File: src/rtl/fifo.sv
// Single-clock synchronous FIFO with registered read data and pointer-derived full/empty flags.
// Optional sticky overflow/underflow outputs are enabled by defining FIFO_ERR_FLAGS_EN.
module fifo #(
  parameter int unsigned DATA_SIZE    = 8,
  parameter int unsigned ADDRESS_SIZE = 3
) (
  input  logic                 clk,
  input  logic                 rst,
  input  logic                 push,
  input  logic                 can_write,
  input  logic [DATA_SIZE-1:0] data_in,
  input  logic                 pop,
  input  logic                 can_read,
  output logic [DATA_SIZE-1:0] data_out,
  output logic                 full,
  output logic                 empty
`ifdef FIFO_ERR_FLAGS_EN
  ,
  output logic                 overflow,
  output logic                 underflow
`endif
);

  localparam int unsigned DEPTH = 2 ** ADDRESS_SIZE;
  localparam int unsigned PTR_W = ADDRESS_SIZE + 1;

  logic [PTR_W-1:0]     wr_ptr;
  logic [PTR_W-1:0]     rd_ptr;
  logic [DATA_SIZE-1:0] mem [DEPTH];

  logic wr_en_c;
  logic rd_en_c;

  // Flags come straight from the registered pointers; MSB is the wrap bit.
  assign empty = (wr_ptr == rd_ptr);
  assign full  = (wr_ptr[ADDRESS_SIZE-1:0] == rd_ptr[ADDRESS_SIZE-1:0]) &&
                 (wr_ptr[ADDRESS_SIZE] != rd_ptr[ADDRESS_SIZE]);

  // Qualification uses pre-edge flags, so a full FIFO drops a concurrent write
  // and an empty FIFO ignores a concurrent read.
  always_comb begin
    wr_en_c = 1'b0;
    rd_en_c = 1'b0;
    if (push && can_write && !full) begin
      wr_en_c = 1'b1;
    end
    if (pop && can_read && !empty) begin
      rd_en_c = 1'b1;
    end
  end

  // Storage array is intentionally left out of reset.
  always_ff @(posedge clk) begin
    if (wr_en_c) begin
      mem[wr_ptr[ADDRESS_SIZE-1:0]] <= data_in;
    end
  end

  always_ff @(posedge clk or negedge rst) begin
    if (!rst) begin
      wr_ptr <= '0;
    end else if (wr_en_c) begin
      wr_ptr <= wr_ptr + PTR_W'(1);
    end
  end

  always_ff @(posedge clk or negedge rst) begin
    if (!rst) begin
      rd_ptr   <= '0;
      data_out <= '0;
    end else if (rd_en_c) begin
      rd_ptr   <= rd_ptr + PTR_W'(1);
      data_out <= mem[rd_ptr[ADDRESS_SIZE-1:0]];
    end
  end

`ifdef FIFO_ERR_FLAGS_EN
  // Sticky error flags, cleared only by reset.
  always_ff @(posedge clk or negedge rst) begin
    if (!rst) begin
      overflow  <= 1'b0;
      underflow <= 1'b0;
    end else begin
      if (push && can_write && full) begin
        overflow <= 1'b1;
      end
      if (pop && can_read && empty) begin
        underflow <= 1'b1;
      end
    end
  end
`endif

endmodule

File: config.mk
export PLATFORM = sky130hd
export DESIGN_NAME = fifo
export DESIGN_NICKNAME = d
export VERILOG_FILES = /design/src/rtl/fifo.sv
export SDC_FILE = /design/constraint.sdc
export NUM_CORES = 1
export LEC_CHECK = 0
export ABC_AREA = 1
export CORE_MARGIN = 3
export CORE_UTILIZATION = 35
export CTS_BUF_LIST = sky130_fd_sc_hd__clkbuf_16
export CTS_CLUSTER_DIAMETER = 80
export DETAILED_ROUTE_END_ITERATION = 6
export GPL_ROUTABILITY_DRIVEN = 0
export MAX_ROUTING_LAYER = met4
export PLACE_DENSITY = 0.63
export SYNTH_ARGS = -nofsm -noshare
export SYNTH_HDL_FRONTEND = slang
export SYNTH_SLANG_ARGS = --single-unit
File: constraint.sdc
create_clock -name clk -period 1.8 [get_ports clk]
set_clock_uncertainty 0.05 [all_clocks]
set_input_delay 0.36 -clock clk [delete_from_list [all_inputs] [get_ports clk]]
set_output_delay 0.36 -clock clk [all_outputs]
set_load 0.005 [all_outputs]
==> impl_metrics.yaml, run 1 <==
placed_design:
  place_ws_ns: -0.0892
  io_buffers: 23
  dpl.hpwl_mm: 5.17
  dpl_cell_area_um2: 4280
sta:
  fmax_mhz: 580
  relSlewSlack: 0.749
  hold_ws_ns: 0.294
  finalHoldViolCount: 0
  period_minus_slack_ns: 1.72
  period_share: 0.957
  rsz0062_at_grt: "no"
  setup_ws_ns: 0.0772
  drv_slew: 0
  tns_ns: 0
  setup_viol: 0
  worst_slew_pin_slew_ns: 0.375
finish:
  stdcell_area_um2: 4600
  fin_nets: 471
  layout-drive-gt1-share: 0.172
  fillers: 1031
  antennaDiodeCount: 0
  syn_to_final_growth_pct: 20.8
grt:
  grt-ovfl-total: 0
  antenna_found_initial: 0
  first_global_vias: 2420
  grtUsageMet1: 0.186
  grt-busiest-layer: "met2"
  grt_pass1_wl_mm: 12.1
  grt_use_total: 0.137
  gr-usage-met2: 0.201
  grt_max_degree: 35
  grt_use_met3: 0.0245
cts:
  path_clk_slew_ns: 0.06
  clock_latency_ns: 0.33
  htree_levels: 3
  cts_buffer_depth: 2
  cts_buffers: 9
  numClockSinks: 80
  cts_tree: "yes"
  cts_root_buf: "clkbuf_16"
setup_path:
  cp-end-kind: "output pin"
  r2r_setup_slack_ns: 0.16
  worstPathArrival_ns: 1.31
  cp_max_fo: 4
  critPathRequiredTime_ns: 1.39
  criticalPathCategory: "flip-flop to output pin"
  cp-start-kind: "flip-flop"
detailed_routing:
  wl_per_cell_um: 12.6
  drc: 0
  first_pass_iters: 4
  drt-initial-drc-count: 158
  viasPerCell: 4.39
  wl_mm: 7.51
  ant_nets: 0
  via_count: 2615
pwr:
  intPower_w: 0.00435
  power_w: 0.00677
  power_frac_comb: 0.377
  swShare: 0.358
  p_switching_w: 0.00242
  p_per_area_nw_per_um2: 1470
  p_leak_nw: 2.20
  ir_drop_mv: 0.597
  p_seq_frac: 0.361
  power_frac_clock: 0.262
synth:
  synth_xor_area_frac: 0.0112
  yosys_warnings: 0
  yosysTopAreaCell: "edfxtp_1"
  syn_nets: 422
  yosysSeqAreaShare: 0.610
  synth-seq-cells: 80
  muxShareOfSynthArea: 0
  syn-mean-instance-area_um2: 9.38
  yosys.area_share.simple: 0.265
  synth_edf_count: 64
  synth_adder_area_share: 0.00657
  synthCells: 406
  synth_most_common_cell: "nand2_1"
  synth_common_cells: "nand2_1, inv_1, edfxtp_1, nand3_1, dfrtp_1"
  synth_compound_area_frac: 0
  ys_async_sr_fraction: 0.200
  syn_area_um2: 3810
  synth_area_leaders: "edfxtp_1, nand2_1, dfrtp_1"
  synthDistinctLibCells: 22
  synth_top_area_frac: 0.504
  synth_ff_type: "edfxtp_1"
  synth_top_family_by_area: "simple AND/OR/NAND/NOR gates"
floorplan:
  dieArea_um2: 12200
  row_count: 37
  die_y_um: 110
  design.core.area_um2: 10500
  initial_utilization: 0.364
  die_x_um: 110
  io_pins: 24
flow_run:
  cap_viol_max_count: 0
min_path:
  hp-class: "input port to async pin"
outcome:
  status: "finished, final reports clean"
## per-layer routing
metal / share of wire / wire length, um / vias to the layer above
li1: - / - / 1349
met1: 0.48 / 3580 / 1201
met2: 0.46 / 3490 / 54
met3: 0.044 / 334 / 11
met4: 0.014 / 105 / 0
met5: 0 / 0 / -
## registers in the layout, summed over array words and instances (netlist names)
signal / cells
data_out: 8
wr_ptr: 4
rd_ptr: 4
mem: 64
## through the flow
stage                      util  std cells
after global routing      0.440        596
after floorplan               -        406
after CTS                 0.440        595
final                     0.440        596
after detailed placement  0.409        574
after global placement    0.409        574
## final timing paths
| kind | from | depth (start not counted) | end |
|---|---|---|---|
| min reg2reg | data_out[7]$_DFFE_PN0P_ | 2 | data_out[7]$_DFFE_PN0P_ |
| min in group clk | data_out[7]$_DFFE_PN0P_ | 2 | data_out[7]$_DFFE_PN0P_ |
| min | rst | 2 | data_out[7]$_DFFE_PN0P_ |
| max reg2reg | rd_ptr[0]$_DFFE_PN0P_ | 8 | mem[6][3]$_DFFE_PP_ |
| max | rd_ptr[3]$_DFFE_PN0P_ | 7 | empty |
| max in group asynchronous | rst | 2 | rd_ptr[0]$_DFFE_PN0P_ |
## layout make-up
cell class | count | area [um2] | share of cell area
Tap cell | 136 | 170 | 0.0370
Multi-Input combinational cell | 234 | 1080 | 0.234
Clock inverter | 7 | 65.1 | 0.0141
Clock buffer | 9 | 225 | 0.0489
Sequential cell | 80 | 2320 | 0.505
Timing Repair Buffer | 52 | 438 | 0.0951
Inverter | 78 | 305 | 0.0663
## critical path, cell delays in order, from the launching register on
cell	delay, ns
dfrtp_1	0.43
inv_2	0.08
buf_4	0.10
nand2_1	0.04
nand2_1	0.06
nand2_2	0.06
nor2_2	0.09
buf_2	0.12
## layout by cell type (no fill, tap or decap), drive strengths merged
| cell | netlist | layout |
|---|---|---|
| nand2 | 173 | 173 |
| inv | 77 | 81 |
| edfxtp | 64 | 64 |
| nand3 | 42 | 42 |
| buf | 14 | 30 |
| clkdlybuf4s50 | 0 | 21 |
| dfrtp | 16 | 16 |
| nor2 | 11 | 11 |
| clkbuf | 0 | 10 |
| xor2 | 3 | 3 |
| ha | 2 | 2 |
| clkinvlp | 0 | 2 |
| xnor2 | 1 | 1 |
| clkinv | 1 | 1 |
| nand4 | 1 | 1 |
| nor3 | 1 | 1 |
| bufinv | 0 | 1 |
## power groups by stage
stage          Combinational (W)  Clock [W]  Sequential, W
6_report                 0.00255    0.00177        0.00245
4_1_cts                  0.00255    0.00181        0.00245
3_3_place_gp             0.00244          0        0.00247
2_1_floorplan            0.00175          0        0.00244
5_1_grt                  0.00287    0.00189        0.00247
3_5_place_dp             0.00247          0        0.00248
## timing repair
action                                  in CTS  in global routing
buffers inserted                             5                  1
endpoints found under the setup margin       2                  1
gates resized for setup                      8                  2
hold buffers                                 0                  0
pin swaps                                    2                  0
## cell families (layout without fill, tap and decap cells)
kind of cell | after synthesis | after routing
buffers and inverters | 92 | 146
DFF | 80 | 80
and+or+nand+nor | 228 | 228
xor gates and xnor gates | 4 | 4
adders and majority gates | 2 | 2
Note: power is estimated with default switching activity, not from simulation.
==> run 2: changes to the inputs <==
--- a/config.mk
+++ b/config.mk
@@ -9,10 +9,8 @@
 export CORE_MARGIN = 3
 export CORE_UTILIZATION = 35
 export CTS_BUF_LIST = sky130_fd_sc_hd__clkbuf_16
-export CTS_CLUSTER_DIAMETER = 80
 export DETAILED_ROUTE_END_ITERATION = 6
 export GPL_ROUTABILITY_DRIVEN = 0
-export MAX_ROUTING_LAYER = met4
 export PLACE_DENSITY = 0.63
 export SYNTH_ARGS = -nofsm -noshare
 export SYNTH_HDL_FRONTEND = slang
==> run 2 against run 1 <==
Compared with the run above: sequential share of layout area unchanged; hold slack about the same; final area unchanged; clock power about the same; critical path type unchanged; via count increased by 0.84%; utilization unchanged; first-iteration DRC count decreased by 21%; wire length decreased by 0.19%; critical path depth unchanged.
==> impl_metrics.yaml, run 2 (synthesis results as in run 1) <==
outcome:
  status: "finished, final reports clean"
finish:
  final_common_cell: "nand2_1"
  stdcell_area_um2: 4600
  fin_cells: 596
  final_cell_mix: "nand2_1, inv_1, edfxtp_1"
  multi_input_area_um2: 1080
  fin_nets: 471
  syn_to_final_growth_pct: 20.8
  regArea_um2: 2320
  layout-drive-gt1-share: 0.172
  antennaDiodeCount: 0
  fillers: 1031
  largest_reg_flops: 64
detailed_routing:
  wl_mm: 7.50
  drt-initial-drc-count: 125
  drc: 0
  viasPerCell: 4.42
  wl_per_cell_um: 12.6
  via_count: 2637
  first_pass_iters: 4
  ant_nets: 0
cts:
  cts_root_buf: "clkbuf_16"
  clock_latency_ns: 0.33
  cts_buffers: 9
  cts_buffer_depth: 2
  htree_levels: 3
  cts_tree: "yes"
  path_clk_slew_ns: 0.06
  numClockSinks: 80
placed_design:
  dpl_cell_area_um2: 4280
  dpl.hpwl_mm: 5.17
  io_buffers: 23
  placed_cells: 574
floorplan:
  dieArea_um2: 12200
  die_y_um: 110
  initial_utilization: 0.364
  design.core.area_um2: 10500
  io_pins: 24
  die_x_um: 110
  row_count: 37
sta:
  relSlewSlack: 0.754
  period_minus_slack_ns: 1.72
  finalHoldViolCount: 0
  drv_slew: 0
  setup_viol: 0
  period_share: 0.957
  worst_slew_pin_slew_ns: 0.368
  fmax_mhz: 580
  rsz0062_at_grt: "no"
grt:
  grt_use_total: 0.133
  antenna_found_initial: 0
  grt_max_degree: 35
  first_global_vias: 2419
  grt_pass1_wl_mm: 12.1
  grt-ovfl-total: 0
setup_path:
  criticalPathCategory: "flip-flop to output pin"
  worstRegToRegCells: 8
  cp-end-kind: "output pin"
  critPathRequiredTime_ns: 1.39
  worstPathArrival_ns: 1.31
  r2r_end: "mem[6][3]$_DFFE_PP_"
  cp_max_fo: 4
  crit_path_start: "rd_ptr[3]$_DFFE_PN0P_"
  cp-start-kind: "flip-flop"
  r2r_setup_slack_ns: 0.16
  r2r-start: "rd_ptr[0]$_DFFE_PN0P_"
pwr:
  p_leak_nw: 2.20
  ir_drop_mv: 0.597
  p_per_area_nw_per_um2: 1470
  power_w: 0.00677
flow_run:
  cap_viol_max_count: 0
min_path:
  hp-class: "input port to async pin"
-- run 2: cell counts in the layout (fill, tap and decap cells not counted) --
Identical to the previous run, type by type.
-- run 2: worst max-delay path, stage by stage, from the launching register on --
cell and delay, ns:
dfrtp_1 0.43, inv_2 0.08, buf_4 0.10, nand2_1 0.04, nand2_1 0.06, nand2_2 0.06, nor2_2 0.09, buf_2 0.12
-- run 2: power by group --
part           total, W  leakage [nW]  switching (W)  internal [W]
logic           0.00255          1.28        0.00153       0.00102
clock network   0.00177         0.146       0.000708       0.00106
registers       0.00245         0.778       0.000178       0.00227
-- run 2: repair_timing --
item,4_1_cts,5_1_grt
hold buffers,0,0
pin swaps,2,0
buffers inserted,5,1
resized for setup,8,2
setup endpoints to repair,2,1
-- run 2: routing by layer --
layer	up-vias	global-route usage	routed length [um]
li1	1350	-	-
met1	1220	0.185	3600
met2	56	0.202	3480
met3	11	0.0245	312
met4	0	0.0598	111
met5	-	0	0
-- run 2: layout make-up --
| cell class | count | share of cell area |
|---|---|---|
| sequential | 80 | 0.505 |
| inverter | 78 | 0.0663 |
| clock inverter | 7 | 0.0141 |
| tap | 136 | 0.0370 |
| clock buffer | 9 | 0.0489 |
| timing repair buffer | 52 | 0.0951 |
| multi-input combinational | 234 | 0.234 |
-- run 2: stage by stage --
| step | hold WS [ns] | utilization | setup WS [ns] | setup TNS [ns] |
|---|---|---|---|---|
| after detailed placement | 0.426 | 0.409 | -0.0892 | -1.02 |
| after CTS | 0.294 | 0.440 | 0.00895 | 0 |
| after floorplan | 0.0144 | - | 0.0684 | 0 |
| after global routing | 0.310 | 0.440 | 0.00619 | 0 |
| final | 0.294 | 0.440 | 0.0768 | 0 |
| after global placement | 0.416 | 0.409 | -0.0735 | -0.875 |
-- run 2: worst max-delay path by stage --
stage                           to  slack (ns)  cells after the start
2_1_floorplan  mem[0][0]$_DFFE_PP_        0.07                      5
3_3_place_gp   mem[7][1]$_DFFE_PP_       -0.07                      5
3_5_place_dp   mem[7][1]$_DFFE_PP_       -0.09                      5
4_1_cts                       full       0.009                      6
5_1_grt                      empty       0.006                      7
6_report                     empty        0.08                      7
==> run 3: changes to the inputs <==
--- a/config.mk
+++ b/config.mk
@@ -12,6 +12,7 @@
 export DETAILED_ROUTE_END_ITERATION = 6
 export GPL_ROUTABILITY_DRIVEN = 0
 export PLACE_DENSITY = 0.63
+export SLEW_MARGIN = 40
 export SYNTH_ARGS = -nofsm -noshare
 export SYNTH_HDL_FRONTEND = slang
 export SYNTH_SLANG_ARGS = --single-unit
==> results of run 3 <==
Same layout as run 2: the final DEF is identical, and so are final timing and power.
